[src/rtl/addsub_defs.sv]
// Shared definitions for the slice-serial adder/subtractor: FSM encoding
// and saturation constants.
package addsub_defs;

    typedef enum logic [1:0] {
        ST_IDLE = 2'd0,
        ST_CALC = 2'd1,
        ST_DONE = 2'd2
    } state_e;

    localparam int unsigned SAT_FN_W = 64;

    // Largest positive two's-complement value of a w-bit word, zero-extended.
    function automatic logic [SAT_FN_W-1:0] sat_max(input int unsigned w);
        return (SAT_FN_W'(1) << (w - 1)) - SAT_FN_W'(1);
    endfunction

    // Most negative two's-complement value of a w-bit word, zero-extended.
    function automatic logic [SAT_FN_W-1:0] sat_min(input int unsigned w);
        return SAT_FN_W'(1) << (w - 1);
    endfunction

endpackage

[src/rtl/addsub_slice.sv]
// SLICE-bit ripple-carry adder built from a chain of 1-bit full-adder cells.
module addsub_slice #(
    parameter int unsigned SLICE = 4
) (
    input  logic [SLICE-1:0] a,
    input  logic [SLICE-1:0] b,
    input  logic             cin,
    output logic [SLICE-1:0] s,
    output logic             cout
);

    logic [SLICE:0] c;

    assign c[0] = cin;

    for (genvar i = 0; i < SLICE; i++) begin : g_fa
        assign s[i]   = a[i] ^ b[i] ^ c[i];
        assign c[i+1] = (a[i] & b[i]) | (c[i] & (a[i] ^ b[i]));
    end

    assign cout = c[SLICE];

endmodule

[src/rtl/addsub_seq.sv]
// Slice-serial two's-complement adder/subtractor with valid/ready handshakes,
// optional saturation and N/Z/V flags.
module addsub_seq
    import addsub_defs::*;
#(
    parameter int unsigned WIDTH = 16,
    parameter int unsigned SLICE = 4
) (
    input  logic             clk,
    input  logic             rst_n,
    input  logic             in_valid,
    output logic             in_ready,
    input  logic [WIDTH-1:0] A,
    input  logic [WIDTH-1:0] B,
    input  logic             sub,
    input  logic             sat,
    output logic             out_valid,
    input  logic             out_ready,
    output logic [WIDTH-1:0] Sum,
    output logic             Ovfl,
    output logic             Zero,
    output logic             Neg
);

    localparam int unsigned NSLICE = WIDTH / SLICE;
    localparam int unsigned IDX_W  = (NSLICE > 1) ? $clog2(NSLICE) : 1;
    localparam logic [IDX_W-1:0] LAST_IDX = IDX_W'(NSLICE - 1);
    localparam logic [WIDTH-1:0] SAT_MAX  = WIDTH'(sat_max(WIDTH));
    localparam logic [WIDTH-1:0] SAT_MIN  = WIDTH'(sat_min(WIDTH));

    state_e             state_q, state_d;
    logic [WIDTH-1:0]   a_q, a_d;
    logic [WIDTH-1:0]   bx_q, bx_d;
    logic [WIDTH-1:0]   res_q, res_d;
    logic               sat_q, sat_d;
    logic               carry_q, carry_d;
    logic [IDX_W-1:0]   idx_q, idx_d;
    logic [WIDTH-1:0]   sum_q, sum_d;
    logic               ovfl_q, ovfl_d;
    logic               zero_q, zero_d;
    logic               neg_q, neg_d;
    logic               out_valid_q, out_valid_d;
    logic               in_ready_q, in_ready_d;

    logic [31:0]        base_c;
    logic [SLICE-1:0]   sl_a_c, sl_b_c, sl_s_c;
    logic               sl_cout_c;
    logic [WIDTH-1:0]   raw_c, fin_c;
    logic               v_c;

    assign base_c = 32'(idx_q) * 32'(SLICE);
    assign sl_a_c = a_q[base_c +: SLICE];
    assign sl_b_c = bx_q[base_c +: SLICE];

    addsub_slice #(.SLICE(SLICE)) u_slice (
        .a    (sl_a_c),
        .b    (sl_b_c),
        .cin  (carry_q),
        .s    (sl_s_c),
        .cout (sl_cout_c)
    );

    // Next-state, datapath and registered-output logic.
    always_comb begin
        state_d     = state_q;
        a_d         = a_q;
        bx_d        = bx_q;
        res_d       = res_q;
        sat_d       = sat_q;
        carry_d     = carry_q;
        idx_d       = idx_q;
        sum_d       = sum_q;
        ovfl_d      = ovfl_q;
        zero_d      = zero_q;
        neg_d       = neg_q;
        out_valid_d = out_valid_q;
        in_ready_d  = in_ready_q;

        // Result as it stands once the current slice is written in.
        raw_c                  = res_q;
        raw_c[base_c +: SLICE] = sl_s_c;
        v_c   = (a_q[WIDTH-1] == bx_q[WIDTH-1]) && (raw_c[WIDTH-1] != a_q[WIDTH-1]);
        fin_c = raw_c;
        if (sat_q && v_c) begin
            fin_c = a_q[WIDTH-1] ? SAT_MIN : SAT_MAX;
        end

        unique case (state_q)
            ST_IDLE: begin
                if (in_valid && in_ready_q) begin
                    state_d    = ST_CALC;
                    a_d        = A;
                    bx_d       = sub ? ~B : B;
                    sat_d      = sat;
                    carry_d    = sub;
                    idx_d      = '0;
                    in_ready_d = 1'b0;
                end
            end
            ST_CALC: begin
                res_d   = raw_c;
                carry_d = sl_cout_c;
                idx_d   = IDX_W'(idx_q + 1'b1);
                if (idx_q == LAST_IDX) begin
                    state_d     = ST_DONE;
                    sum_d       = fin_c;
                    ovfl_d      = v_c;
                    zero_d      = (fin_c == '0);
                    neg_d       = fin_c[WIDTH-1];
                    out_valid_d = 1'b1;
                end
            end
            ST_DONE: begin
                if (out_ready) begin
                    state_d     = ST_IDLE;
                    out_valid_d = 1'b0;
                    in_ready_d  = 1'b1;
                end
            end
            default: begin
                state_d     = ST_IDLE;
                out_valid_d = 1'b0;
                in_ready_d  = 1'b1;
            end
        endcase
    end

    // State and datapath registers with synchronous active-low reset.
    always_ff @(posedge clk) begin
        if (!rst_n) begin
            state_q     <= ST_IDLE;
            a_q         <= '0;
            bx_q        <= '0;
            res_q       <= '0;
            sat_q       <= 1'b0;
            carry_q     <= 1'b0;
            idx_q       <= '0;
            sum_q       <= '0;
            ovfl_q      <= 1'b0;
            zero_q      <= 1'b0;
            neg_q       <= 1'b0;
            out_valid_q <= 1'b0;
            in_ready_q  <= 1'b1;
        end else begin
            state_q     <= state_d;
            a_q         <= a_d;
            bx_q        <= bx_d;
            res_q       <= res_d;
            sat_q       <= sat_d;
            carry_q     <= carry_d;
            idx_q       <= idx_d;
            sum_q       <= sum_d;
            ovfl_q      <= ovfl_d;
            zero_q      <= zero_d;
            neg_q       <= neg_d;
            out_valid_q <= out_valid_d;
            in_ready_q  <= in_ready_d;
        end
    end

    assign in_ready  = in_ready_q;
    assign out_valid = out_valid_q;
    assign Sum       = sum_q;
    assign Ovfl      = ovfl_q;
    assign Zero      = zero_q;
    assign Neg       = neg_q;

endmodule

[config.mk]
export PLATFORM = sky130hd
export DESIGN_NAME = addsub_seq
export DESIGN_NICKNAME = d
export VERILOG_FILES = /design/src/rtl/addsub_defs.sv /design/src/rtl/addsub_slice.sv /design/src/rtl/addsub_seq.sv
export SDC_FILE = /design/constraint.sdc
export NUM_CORES = 1
export LEC_CHECK = 0
export BUFFER_PORTS_ARGS = -buffer_cell sky130_fd_sc_hd__buf_4
export CORE_UTILIZATION = 40
export CTS_CLUSTER_DIAMETER = 60
export CTS_CLUSTER_SIZE = 14
export DETAILED_ROUTE_END_ITERATION = 16
export PLACE_DENSITY = 0.69
export SLEW_MARGIN = 15
export SYNTH_ARGS = -nofsm -noshare
export SYNTH_HDL_FRONTEND = slang
export SYNTH_SLANG_ARGS = --single-unit
[constraint.sdc]
create_clock -name clk -period 8 [get_ports clk]
set_input_delay 2.4 -clock clk [delete_from_list [all_inputs] [get_ports clk]]
set_output_delay 2.4 -clock clk [all_outputs]
set_load 0.02 [all_outputs]
[After elaboration in Yosys (flattened, before gate mapping)]
Cells that the tools add are included.
Word-level totals
  register bits after elaboration: 75
  input bits: 38
  output and inout bits: 21
  logic and storage cells: 80
Operators by class
  $add $sub $neg: 2
  eq/ne operators: 8
  shifts and indexed selects: 4
  mux-type cells: 18
  bitwise operators: 23
  reductions and logical operators: 12
Operators with widths (number)
  two-way mux 16 bit: 3
  negator 4 -> 34 bit: 1
  variable shift 4 x 34 -> 16 bit (first input constant): 1
  variable part select 4 x 34 -> 16 bit: 1
  variable part select 16 x 5 -> 4 bit: 2
  bitwise mux 16 bit: 1
  zero test 16 bit: 1
  NOT 16 bit: 1
  AND reduction 3 bit: 3
  AND 1 bit: 8
  two-way mux 2 bit: 4
  bitwise XOR 1 bit: 8
  inequality test 2 bit (second input constant): 3
  one-hot mux 1 bit (3 select lines): 2
  one-hot mux 2 bit (3 select lines): 1
  AND reduction 2 bit: 3
  two-way mux 1 bit: 5
  == test 2 bit (second input constant): 2
  OR 1 bit: 4
  one-hot mux 2 bit (2 select lines): 1
  logical AND 1 bit: 3
  adder 2 x 1 -> 2 bit (second input constant): 1
  == test 2 x 1 -> 1 bit (second input constant): 1
  zero test 2 bit: 1
  5 further kinds: 6

[Depth between registers and ports, before layout]
Gate-level depths: netlist (run 1).
  word-level depth: 16
  gate-level depth with buffers: 18
  depth with buffers taken out: 15

[Modules after synthesis]
From an unflattened synthesis (run 1), not the netlist that was laid out.
Unflattened totals
  cells, all modules: 390
  area total of the unflattened synthesis: 3549.7 µm²
By module, submodules not included
  addsub_seq: instances 1, cells an instance 376, area each 3432.0 µm², seq. area each 1481.4 µm²
  addsub_slice: instances 1, cells an instance 14, area each 117.6 µm², seq. area each 0.0 µm²

[Least setup slack after synthesis (run 1)]
No wires, ideal clock.
  path kind: register to register
  start point: register idx_q[0]
  end point: register sum_q[8], in the netlist Sum[8]
  arrival time: 3987 ps
  data required time: 7881 ps
  path slack: 3895 ps
  stages on the path, launching flop included: 19
  clock period less this slack: 4105 ps
  cells stage by stage: dfxtp_1 > buf_1 > mux4_2 > inv_1 > fa_1 > inv_1 > fa_1 > inv_1 > fa_1 > inv_1 > fa_1 > nor2b_1 > a31oi_4 > mux2i_1 > and2_1 > buf_6 > buf_12 > nor2_2 > o221a_2
On the way
  word-level cells in the longest chain between the ends: 15
Ends and longest elaborated chain
  from (decl): line addsub_seq.sv:37  | logic [IDX_W-1:0] idx_q, idx_d;
  from (signal assigned): line addsub_seq.sv:151  | idx_q <= idx_d;
  variable part select 16 x 5 -> 4 bit (on tied branches): line addsub_seq.sv:52, addsub_seq.sv:53
  bitwise XOR 1 bit: line addsub_slice.sv:17, addsub_slice.sv:18
  AND 1 bit: line addsub_slice.sv:18  | assign c[i+1] = (a[i] & b[i]) | (c[i] & (a[i] ^ b[i]));
  OR 1 bit: line addsub_slice.sv:18
  AND 1 bit: line addsub_slice.sv:18
  OR 1 bit: line addsub_slice.sv:18
  AND 1 bit: line addsub_slice.sv:18
  OR 1 bit: line addsub_slice.sv:18
  bitwise XOR 1 bit: line addsub_slice.sv:17  | assign s[i] = a[i] ^ b[i] ^ c[i];
  variable part select 4 x 34 -> 16 bit: line addsub_seq.sv:81  | raw_c[base_c +: SLICE] = sl_s_c;
  bitwise mux 16 bit: line addsub_seq.sv:81
  inequality test 1 bit: line addsub_seq.sv:82  | v_c = (a_q[WIDTH-1] == bx_q[WIDTH-1]) && (raw_c[WIDTH-1] != a_q[WIDTH-1]);
  logical AND 1 bit: line addsub_seq.sv:82
  logical AND 1 bit: line addsub_seq.sv:84  | if (sat_q && v_c) begin
  two-way mux 16 bit: line addsub_seq.sv:84
  to (signal assigned): line addsub_seq.sv:152  | sum_q <= sum_d;
  to (decl): line addsub_seq.sv:38  | logic [WIDTH-1:0] sum_q, sum_d;
Several ways; a longest one is shown, not always the timed one.
A chain may end at the register's enable or synchronous reset.

[Worst setup path in the final report (run 1)]
  start point: register idx_q[0]
  end point: register sum_q[2], in the netlist Sum[2]
Same word-level chain as after synthesis.

==> impl_metrics.ini, run 1 <==
[status]
status = finished with violations
failed_checks = DRC

[routing]
drtPass1Iterations = 11
num_vias = 2845
via_per_inst = 5.220
ant_nets = 0
first_iter_violations = 123
routed_wl_um = 7247
drc = 3
wl_per_cell_um = 13.30

[cells_and_area]
n_antenna_cell = 0
syn_to_final_growth_pct = 18.18
fillerInstances = 828
final_util_pct = 49.33
final_layout_size_suffix_gt1_share_pct = 26.09
nNetsFinal = 480
final_area_sq_um = 4344

[critical_path]
critPathKind = reg2reg
cp-start-kind = register
crit_chain = mux4_2 > inv_1 > fa_1 > inv_1 > fa_1 > inv_1 > fa_1 > inv_1 > fa_1 > nor2b_1 > a31oi_4 > nand3b_1 > o21ai_1 > o221a_2
crit_required_ps = 8280
worstSetupEndpointType = register
slowest_delay_ps = 840
arrival_ps = 4910
cp_max_fo = 18
slowest_stage = dfxtp_1

[synth]
yosysSeqAreaShare_pct = 40.30
synth_cells = 390
synth-edff-count = 0
synth.avg_cell_area_sq_um = 9.426
synth_area_sq_um = 3676
yosysMostFrequentCell = nand2_1
ys_seq_elements = 74
yosys.area.top_type = dfxtp_1
synth_commonest_cells = nand2_1, dfxtp_1, o211a_1, a21boi_0, clkbuf_1
syn-num-nets = 438
ys_warn_count = 0
synth_flop_cell = dfxtp_1
synth_cell_types = 41
ys_top_cells_by_area = dfxtp_1, o211a_1, nand2_1
synth.top_cell.area_share_pct = 40.30
postSynth.asyncResetShare_pct = 0

[floorplanning]
boundaryPins = 59
initial_core_util_pct = 41.74
row_count = 34
die_h_um = 97.87
core_sq_um = 8806
die_w_um = 97.87
dieArea_sq_um = 9578

[pwr]
vdd.ir_drop.worst_v = 0.00009076
switching_power_w = 0.0002262
p_clk_share_pct = 36.2
p_int_w = 0.0006346
fin_total_pwr_w = 0.0008608
p_per_area_nw_per_um2 = 198.1
netSwitchingFraction_pct = 26.27
power_leakage_nw = 2.030
combPwrFrac_pct = 16.5
p_seq_share_pct = 47.3

[sta]
setup_viol = 0
rsz0062_at_grt = false
max_slew.worst_pin.slew_ps = 870.7
drv_slew = 0
finClkSkew_ps = 9.596
relSlewSlack_pct = 41.57
period_share_pct = 57.89
report.final.hold_viol_count = 0
setup_tns_ps = 0
clock.fmax_mhz = 215.9
timing.hold.ws_ps = 463.5
fin_crit_ps = 4631

[hold_path]
min_path_type = reg2reg

[clock_network]
clkLatencyLatePin_ps = 340
cts.clk_slew.worst_paths_ps = 80
post_cts_buffers = 0
cts_hold_buf = 0
cts_inserted_buffers = 9
cts_max_level = 3
clock-root-buffer = clkbuf_8
cts.path.max_buffers = 2
cts_resized = 0
cts_sinks = 74
cts_tree = done

[place]
gp_congestion = 0.7750
dp_hpwl_um = 5045
dpl_cell_area_sq_um = 4126
portBuffers = 58

[grt]
grt_usage_pct = 15.96
met3_usage_pct = 4.295
grt_overflow = 0
grt-busiest-layer = met2
grt_pass1_wl_um = 12480
grt_use_met1_pct = 22.04
grt_pass1_vias = 2650
use_met2_pct = 24.43
grt_antenna_before_repair = 0
grt_start_max_net_pins = 75

[job]
drv_cap = 0
-- area by class of cell --
type	count	area, sq um	area share (%)
clock inverters	7	93.84	2.160
flip-flops and latches	74	1481	34.10
repair buffers	60	450.4	10.37
well taps	108	135.1	3.111
inverters	14	52.55	1.210
clock buffers	9	123.9	2.851
multi-input cells	273	2007	46.20
-- worst max-delay path: cells and delay by family (launching register included) --
family	cells	cell delay, ps
AO/OA/AOI/OAI	3	1200
adder cells (fa/ha/maj)	4	1170
flip-flops	1	840
multiplexers	1	580
AND/OR/NAND/NOR	2	530
buffers and inverters	4	260
-- placed cells by master, fill, tap and decap left out, types with 4 or more instances in the layout --
master | netlist | routed
xnor2_1 | 16 | 16
nand3_1 | 4 | 4
nor2b_1 | 17 | 16
nor2_2 | 10 | 10
nor2_1 | 10 | 10
a31oi_1 | 16 | 16
o21ai_0 | 5 | 5
fa_1 | 4 | 4
buf_4 | 1 | 60
a21boi_0 | 21 | 21
mux4_2 | 8 | 8
o211a_1 | 32 | 32
a21oi_1 | 4 | 4
clkbuf_8 | 0 | 9
o221a_2 | 14 | 14
inv_1 | 14 | 14
dfxtp_1 | 74 | 74
nand2_1 | 75 | 75
ha_1 | 6 | 6
and2_1 | 4 | 4
-- flip-flops by register name (all words and copies together), names as in the netlist --
register / cells
carry_q: 1
out_valid: 1
sat_q: 1
Sum: 16
a_q: 16
idx_q: 2
in_ready: 1
Ovfl: 1
res_q: 16
Zero: 1
bx_q: 16
state_q: 2
-- layer usage --
layer / up-vias / wire (um) / part of all wire [%]
met1: 1317 / 3558 / 49
met3: 4 / 320 / 4.4
met5: - / 0 / 0
met4: 0 / 52 / 0.72
met2: 70 / 3316 / 46
li1: 1454 / - / -
-- worst paths after layout --
kind,startpoint,cells after the start,slack (ps),to
worst max register to register,idx_q[0],14,3370,Sum[2]
worst min-delay path,a_q[10],2,460,a_q[10]
worst min register to register,a_q[10],2,460,a_q[10]
worst max-delay path,idx_q[0],14,3370,Sum[2]
-- stage by stage --
step                      instances  setup slack (ps)
after floorplan                 390              3895
after global placement          529              3442
after detailed placement        529              3333
after CTS                       545              3320
after global routing            545              2923
final                           545              3369
-- power by group through the flow --
stage                     Clock, W  Sequential (W)  Combinational [W]
final                     0.000311        0.000407           0.000142
after global routing      0.000334        0.000411           0.000160
after CTS                 0.000321        0.000408           0.000144
after detailed placement         0        0.000416           0.000143
after global placement           0        0.000416           0.000140
after floorplan                  0        0.000410           0.000108
-- cell families (layout without fill, tap and decap cells) --
family	count (synthesis)	count (layout)	share of synthesized area, %
and+or+nand+nor	138	138	17.90
AOI/OAI and AO/OA	99	99	23.01
DFF	74	74	40.30
buffers and inverters	43	90	5.310
xor gates and xnor gates	16	16	3.812
adders and majority gates	10	10	4.221
muxes	10	10	5.446
Note: power is estimated with default switching activity, not from simulation.
==> run 2, diff against run 1 <==
- clock period: 8 -> 4.65 ns (I/O delays scaled with it)
==> run 2 against run 1 <==
Compared with the run above:
- the run still ends with DRC left
- worst setup slack worse by 2800 ps
- die area unchanged
- routed wire length increased by 2.7%
- power up 75%
- sequential cell count unchanged
- combinational power grew 77%
- largest power group unchanged
==> impl_metrics.ini, run 2 (synthesized netlist as in run 1, its figures left out) <==
[routing]
ant_nets = 0
via_per_inst = 5.299
drtPass1Iterations = 10
routed_wl_um = 7446
drc = 3
wl_per_cell_um = 13.56
first_iter_violations = 97
num_vias = 2909

[pwr]
p_int_w = 0.001124
fin_total_pwr_w = 0.001507
power_leakage_nw = 2.062
switching_power_w = 0.0003823
combPwrFrac_pct = 16.7
vdd.ir_drop.worst_v = 0.0002173
netSwitchingFraction_pct = 25.37
p_per_area_nw_per_um2 = 343.5
p_clk_share_pct = 37.0
p_seq_share_pct = 46.4

[critical_path]
cp-start-kind = register
crit_required_ps = 4880
arrival_ps = 4260
crit_path_start = idx_q[0]
worstSetupEndpointType = register
critPathKind = reg2reg
rr_startpoint = idx_q[0]
cp_max_fo = 15

[grt]
grt_start_max_net_pins = 75
grt_pass1_vias = 2676
grt_overflow = 0
grt_pass1_wl_um = 12720
grt_usage_pct = 16.46
grt_antenna_before_repair = 0

[clock_network]
cts_tree = done
clock-root-buffer = clkbuf_8
cts_resized = 0
clkLatencyLatePin_ps = 340
cts_max_level = 3
cts.clk_slew.worst_paths_ps = 70
cts_inserted_buffers = 9
cts_sinks = 74
post_cts_buffers = 0
cts.path.max_buffers = 2
cts_hold_buf = 0

[sta]
timing.hold.ws_ps = 464.1
drv_slew = 0
fin_crit_ps = 4032
rsz0062_at_grt = false
clock.fmax_mhz = 248.0
period_share_pct = 86.70
relSlewSlack_pct = 54.03
setup_tns_ps = 0
setup_viol = 0
finClkSkew_ps = 8.276
setup_ws_ps = 618.4
report.final.hold_viol_count = 0
max_slew.worst_pin.slew_ps = 689.5

[place]
dp.cells = 533
place_worst_setup_slack_ps = 604.8
portBuffers = 58
dp_hpwl_um = 5217
gp_congestion = 0.7661

[floorplanning]
die_w_um = 97.87
die_h_um = 97.87
initial_core_util_pct = 41.74
boundaryPins = 59
row_count = 34
core_sq_um = 8806
dieArea_sq_um = 9578

[status]
failed_checks = DRC
status = finished with violations

[cells_and_area]
mostFrequentLayoutCell = nand2_1
n_antenna_cell = 0
final_cell_mix = nand2_1, dfxtp_1, buf_4, o211a_1, a21boi_0
nNetsFinal = 484
syn_to_final_growth_pct = 19.30
stdcell_count = 549
final_layout_size_suffix_gt1_share_pct = 26.53

[hold_path]
min_path_type = reg2reg
hold_start = a_q[14]

[job]
drv_cap = 0
==> run 2: cell count changes in the layout (fill, tap and decap cells not counted) <==
cell        previous run  this run
clkinv_2               2         1
clkbuf_1               0         1
clkinvlp_4             2         0
clkbuf_8               9        11
buf_4                 60        64
==> run 2: path summary, 6_finish.rpt <==
kind	depth (start not counted)	end	slack, ps
max	16	Sum[3]	620
min	2	a_q[14]	460
min reg2reg	2	a_q[14]	460
max reg2reg	16	Sum[3]	620
==> run 2: worst max-delay path, cell delays in order, from the launching register on <==
cell and delay, ps:
dfxtp_1 560, mux4_2 550, inv_1 90, fa_1 160, inv_1 40, fa_1 350
inv_1 80, fa_1 150, inv_1 50, fa_1 490, nor2b_1 330, a31oi_4 170
mux2i_1 210, and2_1 150, buf_4 230, nor2_1 70, o221a_2 230
==> run 2: power by group through the flow <==
stage	combinational [W]	clock, W	sequential [W]
6_report	0.000251	0.000557	0.000699
5_1_grt	0.000282	0.000600	0.000704
4_1_cts	0.000253	0.000573	0.000698
3_5_place_dp	0.000252	0	0.000713
3_3_place_gp	0.000247	0	0.000712
2_1_floorplan	0.000186	0	0.000705
==> run 2: per-stage QoR <==
stage	util, %	cell area (sq um)
after floorplan	-	3676
after global placement	47.20	4156
after detailed placement	47.20	4156
after CTS	49.80	4385
after global routing	49.80	4385
final	49.80	4385
==> run 2: final cells by class <==
class | instances | area, sq um
clock buffer | 12 | 155.1
clock inverter | 4 | 73.82
fill | 834 | 4420
inverter | 14 | 52.55
multi-input combinational | 273 | 2007
sequential | 74 | 1481
tap | 108 | 135.1
timing repair buffer | 64 | 480.5
==> run 2: per-layer routing <==
layer	track usage, %	vias to the layer above	wire length (um)
met2	25.62	72	3406
met5	0	-	0
met4	4.545	0	84
met3	4.724	8	366
met1	22.25	1373	3589
li1	-	1456	-
